$ cat config.mk
export PLATFORM = sky130hd
export DESIGN_NAME = fwd_scoreboard
export DESIGN_NICKNAME = d
export VERILOG_FILES = /design/src/rtl/fwd_scoreboard_pkg.sv /design/src/rtl/fwd_port_mux.sv /design/src/rtl/fwd_scoreboard.sv
export SDC_FILE = /design/constraint.sdc
export NUM_CORES = 1
export LEC_CHECK = 0
export ABC_AREA = 1
export BUFFER_PORTS_ARGS = -buffer_cell sky130_fd_sc_hd__buf_2
export CAP_MARGIN = 20
export CORE_MARGIN = 4
export CORE_UTILIZATION = 25
export DETAILED_ROUTE_END_ITERATION = 7
export PLACE_DENSITY = 0.46
export REMOVE_ABC_BUFFERS = 1
export SYNTH_ARGS = -nofsm -noshare
export SYNTH_HDL_FRONTEND = slang
export SYNTH_SLANG_ARGS = --single-unit
$ cat constraint.sdc
create_clock -name clk -period 3.1 [get_ports clk]
set_input_delay 0.775 -clock clk [delete_from_list [all_inputs] [get_ports clk]]
set_output_delay 0.775 -clock clk [all_outputs]
set_load 0.01 [all_outputs]
$ cat src/rtl/fwd_scoreboard_pkg.sv
// Shared forwarding-select encodings and default widths
// for the operand forwarding scoreboard.
package fwd_scoreboard_pkg;

  localparam int DEF_DW = 16;
  localparam int DEF_AW = 4;

  typedef enum logic [1:0] {
    FWD_RF  = 2'd0,
    FWD_EX  = 2'd1,
    FWD_MEM = 2'd2,
    FWD_WB  = 2'd3
  } fwd_sel_e;

endpackage

$ cat src/rtl/fwd_port_mux.sv
// One ID read port: youngest-first match against EX, MEM
// and WB destinations, with zeroed data when no match.
module fwd_port_mux
  import fwd_scoreboard_pkg::*;
#(
  parameter int DW       = DEF_DW,
  parameter int AW       = DEF_AW,
  parameter int ZERO_REG = 0
) (
  input  logic [AW-1:0] rd_addr,
  input  logic          rd_en,
  input  logic [AW-1:0] dst_addr_ex,
  input  logic [AW-1:0] dst_addr_mem,
  input  logic [AW-1:0] dst_addr_wb,
  input  logic          we_ex,
  input  logic          we_mem,
  input  logic          we_wb,
  input  logic [DW-1:0] dst_ex,
  input  logic [DW-1:0] dst_mem,
  input  logic [DW-1:0] dst_wb,
  output logic [1:0]    sel,
  output logic [DW-1:0] data
);

  logic zero_rd;
  logic live;

  assign zero_rd = (ZERO_REG != 0) && (rd_addr == '0);
  assign live    = rd_en && !zero_rd;

  always_comb begin
    sel  = FWD_RF;
    data = '0;
    if (live) begin
      if (we_ex && dst_addr_ex == rd_addr) begin
        sel  = FWD_EX;
        data = dst_ex;
      end else if (we_mem && dst_addr_mem == rd_addr) begin
        sel  = FWD_MEM;
        data = dst_mem;
      end else if (we_wb && dst_addr_wb == rd_addr) begin
        sel  = FWD_WB;
        data = dst_wb;
      end
    end
  end

endmodule

$ cat src/rtl/fwd_scoreboard.sv
// Operand forwarding plus busy-bit scoreboard for
// long-latency ops, load-use stall and stall counter.
module fwd_scoreboard
  import fwd_scoreboard_pkg::*;
#(
  parameter int DW       = DEF_DW,
  parameter int AW       = DEF_AW,
  parameter int NP       = 2,
  parameter int ZERO_REG = 0
) (
  input  logic             clk,
  input  logic             rst,
  input  logic [NP*AW-1:0] rd_addr_id,
  input  logic [NP-1:0]    rd_en_id,
  input  logic [AW-1:0]    dst_addr_ex,
  input  logic [AW-1:0]    dst_addr_mem,
  input  logic [AW-1:0]    dst_addr_wb,
  input  logic             we_ex,
  input  logic             we_mem,
  input  logic             we_wb,
  input  logic [DW-1:0]    dst_ex,
  input  logic [DW-1:0]    dst_mem,
  input  logic [DW-1:0]    dst_wb,
  input  logic             ex_is_load,
  input  logic             long_issue,
  input  logic [AW-1:0]    long_issue_addr,
  input  logic             long_done,
  input  logic             cnt_clr,
  output logic [NP*2-1:0]  fwd_sel,
  output logic [NP*DW-1:0] fwd_data,
  output logic             stall_id,
  output logic [15:0]      stall_cnt,
  output logic             sb_err
);

  localparam int NR = 1 << AW;

  logic [NR-1:0] busy;
  logic [NR-1:0] busy_nxt;
  logic [NP-1:0] port_stall;
  logic          wb_done;
  logic          waw;
  logic          zero_issue;
  logic          issue_ok;
  logic          done_ok;
  logic          err_set;

  for (genvar g = 0; g < NP; g++) begin : g_port
    fwd_port_mux #(
      .DW       (DW),
      .AW       (AW),
      .ZERO_REG (ZERO_REG)
    ) u_mux (
      .rd_addr      (rd_addr_id[g*AW +: AW]),
      .rd_en        (rd_en_id[g]),
      .dst_addr_ex  (dst_addr_ex),
      .dst_addr_mem (dst_addr_mem),
      .dst_addr_wb  (dst_addr_wb),
      .we_ex        (we_ex),
      .we_mem       (we_mem),
      .we_wb        (we_wb),
      .dst_ex       (dst_ex),
      .dst_mem      (dst_mem),
      .dst_wb       (dst_wb),
      .sel          (fwd_sel[g*2 +: 2]),
      .data         (fwd_data[g*DW +: DW])
    );
  end

  assign wb_done = long_done && we_wb;

  // A busy source is released early when WB retires its long op now.
  always_comb begin
    port_stall = '0;
    for (int k = 0; k < NP; k++) begin
      if (rd_en_id[k]) begin
        if (fwd_sel[k*2 +: 2] == FWD_EX && ex_is_load)
          port_stall[k] = 1'b1;
        if (busy[rd_addr_id[k*AW +: AW]] &&
            !(wb_done && dst_addr_wb == rd_addr_id[k*AW +: AW]))
          port_stall[k] = 1'b1;
      end
    end
  end

  assign zero_issue = (ZERO_REG != 0) && (long_issue_addr == '0);
  assign waw        = long_issue && busy[long_issue_addr];
  assign stall_id   = (|port_stall) || waw;
  assign issue_ok   = long_issue && !stall_id && !zero_issue;
  assign done_ok    = wb_done && busy[dst_addr_wb];
  assign err_set    = long_done && !done_ok;

  // Set after clear so a same-cycle reissue keeps the bit.
  always_comb begin
    busy_nxt = busy;
    if (done_ok)
      busy_nxt[dst_addr_wb] = 1'b0;
    if (issue_ok)
      busy_nxt[long_issue_addr] = 1'b1;
  end

  always_ff @(posedge clk or posedge rst) begin
    if (rst) begin
      busy <= '0;
    end else begin
      busy <= busy_nxt;
    end
  end

  always_ff @(posedge clk or posedge rst) begin
    if (rst) begin
      sb_err <= 1'b0;
    end else if (err_set) begin
      sb_err <= 1'b1;
    end
  end

  always_ff @(posedge clk or posedge rst) begin
    if (rst) begin
      stall_cnt <= '0;
    end else if (cnt_clr) begin
      stall_cnt <= '0;
    end else if (stall_id && stall_cnt != 16'hFFFF) begin
      stall_cnt <= stall_cnt + 16'd1;
    end
  end

endmodule

**Word level (Yosys, flattened, before mapping)**

Index checks and enable logic that the tools add are counted.

- Register bits after elaboration: 33
- Bits in latches: 0
- RAM bits: 0
- Memory bits (read-only): 0
- Input port bits: 83
- Output and inout port bits: 54
- Memories kept: 0

- Add/subtract/negate cells: 1
- Multiply operators: 0
- Div/mod/pow operators: 0
- Magnitude comparators: 6
- Equality and inequality tests: 9
- Shift operators: 0
- Mux-type cells: 38
- Bitwise operators: 3
- Reduce and logical (&&, ||, !) cells: 27

Operators with widths:

| cell | number |
|---|---|
| 2-to-1 mux 16 bit | 12 |
| == test 4 bit | 6 |
| logical AND 1 bit | 20 |
| less-than comparator 4 x 5 -> 1 bit (second input constant) | 4 |
| adder 16 x 1 -> 16 bit (second input constant) | 1 |
| bitwise AND 16 bit | 1 |
| binary-select mux 1 bit (select 4 bit) | 4 |
| 2-to-1 mux 2 bit | 8 |
| != test 16 bit (second input constant) | 1 |
| inverter 16 bit | 1 |
| OR 16 bit | 1 |
| 2-to-1 mux 1 bit | 12 |
| demux 1 bit (select 4 bit) | 2 |
| >= comparator 4 x 1 -> 1 bit (second input constant) | 2 |
| == test 2 x 1 -> 1 bit (second input constant) | 2 |
| zero test 1 bit | 4 |
| nonzero test 2 bit | 1 |
| OR reduction 2 bit | 1 |
| logical OR 1 bit | 1 |

**Longest topological paths before layout**

- Depth in word-level cells: 16
- Depth in mapped cells: 16
- Depth with buffers taken out: 14

**Modules after synthesis**

From an unflattened synthesis, not the netlist that was laid out.

- Cell total of the unflattened synthesis: 809
- Area, all modules: 4908.5 µm²

By module, submodules not included:

| module | instances | cells an instance | area an instance (µm²) |
|---|---|---|---|
| fwd_scoreboard | 1 | 443 | 2891.5 |
| fwd_port_mux | 2 | 183 | 1008.5 |

**Worst setup path before layout**

Ideal clock, no wire load.

- Path type: in2out
- From: input rd_addr_id[4]
- To: output fwd_data[21]
- Data arrival time: 2099 ps
- Data required time: 2325 ps
- Path slack: 226 ps
- Cell stages on the path: 9
- Path buffers: 2
- Cells stage by stage: inv_1 > buf_2 > o21ai_0 > a221oi_2 > nand2_1 > nor3_4 > buf_6 > a21oi_1 > a21oi_1

- Longest elaborated chain between the ends: 6
- Elaborated cells between the ends (all ways): 10

Ends and longest elaborated chain:

| item | RTL line | source |
|---|---|---|
| start: declaration | fwd_scoreboard.sv:13 | `input logic [NP*AW-1:0] rd_addr_id,` |
| == test 4 bit | fwd_port_mux.sv:41 | `end else if (we_wb && dst_addr_wb == rd_addr) begin` |
| logical AND 1 bit | fwd_port_mux.sv:41 |  |
| 2-to-1 mux 16 bit | fwd_port_mux.sv:41 |  |
| 2-to-1 mux 16 bit | fwd_port_mux.sv:38 | `end else if (we_mem && dst_addr_mem == rd_addr) begin` |
| 2-to-1 mux 16 bit * | fwd_port_mux.sv:35 | `if (we_ex && dst_addr_ex == rd_addr) begin` |
| 2-to-1 mux 16 bit * | fwd_port_mux.sv:34 | `if (live) begin` |
| end: declaration | fwd_scoreboard.sv:30 | `output logic [NP*DW-1:0] fwd_data,` |

Every way passes the cells marked *; elsewhere a longest branch is shown, timed or not.

**Worst setup path after layout**

- From: input rd_addr_id[2]
- To: output fwd_data[13]

The elaborated chain is that of the path after synthesis.

==> summary.md <==
| Metric | Value |
|---|---|
| Status | finished clean |
| Sw Share | 39.6% |
| Final period util | 97.4% |
| Ys Warns | 0 |
| Net switching power | 0.688 mW |
| Die W | 130 um |
| Slew HR | 39.5% |
| Yosys cell types | 41 |
| Worst Skew | 4.89 ps |
| Starting Density | 25.7% |
| Flop pwr share | 36.5% |
| Met3 wire length | 1070 um |
| Top cells by count, synth | 198 x nand2_1, 77 x nand3_1, 66 x a21oi_1 |
| Placer Congestion | 0.906 |
| Initial DRC Count | 394 |
| Slew at the pin closest to its max-slew limit | 906 ps |
| Max-cap violations | 0 |
| Fin. Hold Viols | 0 |
| CTS tree | done |
| DR vias | 4,832 |
| Antenna violations before repair | 0 |
| DR WL met2 | 7230 um |
| Yosys top cell area share | 22.1% |
| Vias in the first global route | 4,561 |
| Crit Reg-Reg Startpoint | stall_cnt[0]$_DFFE_PP0P_ |
| CTS Buf Count | 5 |
| Cell taking the most area after synthesis | dfrtp_1 |
| HPWL after detailed placement | 11,400 um |
| Non-Filler Instances | 965 |
| Syn_area_per_cell | 5.84 sq um |
| Flop-to-flop setup slack | 940 ps |
| Clock Sinks | 33 |
| Clock power share | 28.5% |
| Worst-skew pair later-pin latency | 280 ps |
| First-pass GRT wire length | 22,300 um |
| Top Layer Used | met4 |
| Port Buffer Count | 136 |
| Htree depth | 2 |
| Final WL | 14,700 um |
| Hold_sp | sb_err$_DFFE_PP0P_ |
| Std cell rows | 44 |
| Drt pass-1 iters | 6 |
| Count leader, synth | nand2_1 |
| RSZ-0062 raised after global routing | yes |
| CP endpoint kind | primary output |
| Root buffer cell | clkbuf_16 |
| Main area contributors after synthesis | dfrtp_1 22%, nand2_1 20%, nand3_1 10% |
| TNS Setup | 0 ps |
| Final Setup Violations | 0 |
| Hold EP | sb_err$_DFFE_PP0P_ |
| Vias per cell | 5.01 |
| Comb power frac | 35.0% |
| Nets | 865 |
| Die Span Y | 130 um |
| Cell count of the worst reg-to-reg path | 9 |
| Max Root-Sink Buffers | 2 |
| Core Box Area | 14,600 sq um |
| Antenna cells | 0 |
| Crit path kind | in -> out |
| Post-synth EDFFs | 0 |
| Final setup slack of the worst path | 79.8 ps |
| Top Ports | 137 |
| Pleak | 2.50 nW |
| Metal-1 WL | 6160 um |
| Worst Path Required | 2320 ps |
| PwrDens | 351 nW/um^2 |
| Reg2reg end | stall_cnt[2]$_DFFE_PP0P_ |
| Worst hold path class | reg -> reg |
| Worst slack at placement | -43.3 ps |
| Crit path launch type | input pin |
| DRT antenna net count | 0 |
| Critical path arrival | 2250 ps |
| Gr ovfl total | 0 |
| Final Slew Violations | 0 |
| Multi-input gate area | 2570 sq um |
| Register bit count reported by yosys | 33 |
| Layout fillers | 1,636 |
| Cell-internal power | 1.05 mW |
| Ys async rst share | 100% |
| Mapped Cells | 641 |
| Share of layout cells above drive strength 1 | 25.6% |
| Drt drc | 0 |
| Gr usage total | 16.1% |
| Fmax | 331 MHz |
| Post-synthesis sequential area ratio | 22.1% |
| Worst VDD drop | 213 uV |
| Mapped Area | 3740 sq um |
| Post-synth top flop | dfrtp_1 |
| Die area | 17,000 sq um |
| Placed insts | 955 |
| Crit Path Max Fanout | 8 |
| Hold Path Stages | 1 |
| Register area | 826 sq um |
| Synth-to-Final Area Change | 32.3% |
| Post-route minimum period | 3020 ps |
| Reg clk slew, reported paths | 50 ps |
| Wirelength per Cell | 15.2 um |
| Largest net degree at the start of global routing | 33 |
[placed cells by master, fill, tap and decap left out, types with 2 or more instances in the layout]
master      instances
nand2_1           198
buf_2             132
nand3_1            76
a21oi_1            60
nor2_1             58
inv_1              53
dfrtp_1            33
o21ai_0            28
nand4_1            23
xor2_1             19
buf_4              18
o21ai_1             8
a21oi_2             7
buf_6               7
a22oi_1             6
nor3_1              5
clkbuf_16           5
o21ai_2             3
nor2_4              3
xnor2_1             3
inv_2               3
inv_4               3
buf_12              3
o22ai_1             2
clkinvlp_4          2
a211oi_1            2
nor3_2              2
nand3_2             2
[power by group through the flow]
stage               registers [mW]  logic (mW)  clock network [mW]
floorplan                    0.583       0.354                   0
global placement             0.644       0.587                   0
detailed placement           0.640       0.593                   0
CTS                          0.633       0.600               0.509
global route                 0.644       0.681               0.531
finish                       0.635       0.608               0.495
[per-stage QoR]
step	cell area [sq um]	hold slack (ps)	utilization, %	total power [mW]
after floorplan	3580	493	-	0.938
after global placement	4690	439	32.2	1.23
after detailed placement	4690	447	32.2	1.23
after CTS	4870	459	33.4	1.74
after global routing	4950	487	34.0	1.86
final	4950	451	34.0	1.74
[cell type report]
cell class,instances,area share [%]
Multi-Input combinational cell,519,51.9
Timing Repair Buffer,160,18.9
Sequential cell,33,16.7
Inverter,61,4.85
Tap cell,184,4.65
Clock buffer,7,2.88
Timing Repair inverter,1,0.152
[state kept, by name, indices dropped and copies added, names as in the netlist]
name,count
busy,16
stall_cnt,16
sb_err,1
[kinds of logic (layout without fill, tap and decap cells)]
kind of cell,count (synthesis),in the layout,synth area share [%]
xor gates and xnor gates,22,22,5.15
DFF,33,33,22.1
and+or+nand+nor,376,376,44.7
adders and majority gates,1,1,0.334
buffers and inverters,89,229,10.5
AOI/OAI and AO/OA,120,120,17.3
[routing by layer]
layer  GRT usage (%)  up-vias
met3            2.80       21
met1            20.9     2225
met5               0        -
li1                -     2408
met4            3.87        0
met2            28.0      178
[repair_timing]
| item | in CTS | in global routing |
|---|---|---|
| pin swaps | 4 | 6 |
| hold buffers | 0 | 0 |
| setup buffers | 1 | 1 |
| gates cloned | 0 | 1 |
| endpoints found under the setup margin | 4 | 20 |
| gates resized for setup | 9 | 32 |
[worst max path at each step]
| stage | slack [ps] | from | cells past startpoint | endpoint |
|---|---|---|---|---|
| after floorplan | 70 | rd_addr_id[4] | 6 | fwd_data[16] |
| after detailed placement | -40 | rd_addr_id[4] | 10 | fwd_data[29] |
| after global routing | -40 | rd_addr_id[7] | 11 | fwd_data[17] |
| final | 80 | rd_addr_id[2] | 9 | fwd_data[13] |
| after global placement | -60 | rd_addr_id[5] | 10 | fwd_data[29] |
| after CTS | 5 | rd_addr_id[7] | 9 | fwd_data[17] |
[worst max-delay path, stage by stage]
cell and delay, ps:
buf_6 110, or2_1 230, a21oi_2 120, nand2_1 100, nor2_4 220, clkinvlp_4 280, o21ai_2 210, a21oi_2 50
buf_2 140
No activity file was read; power rests on OpenSTA's default activity.
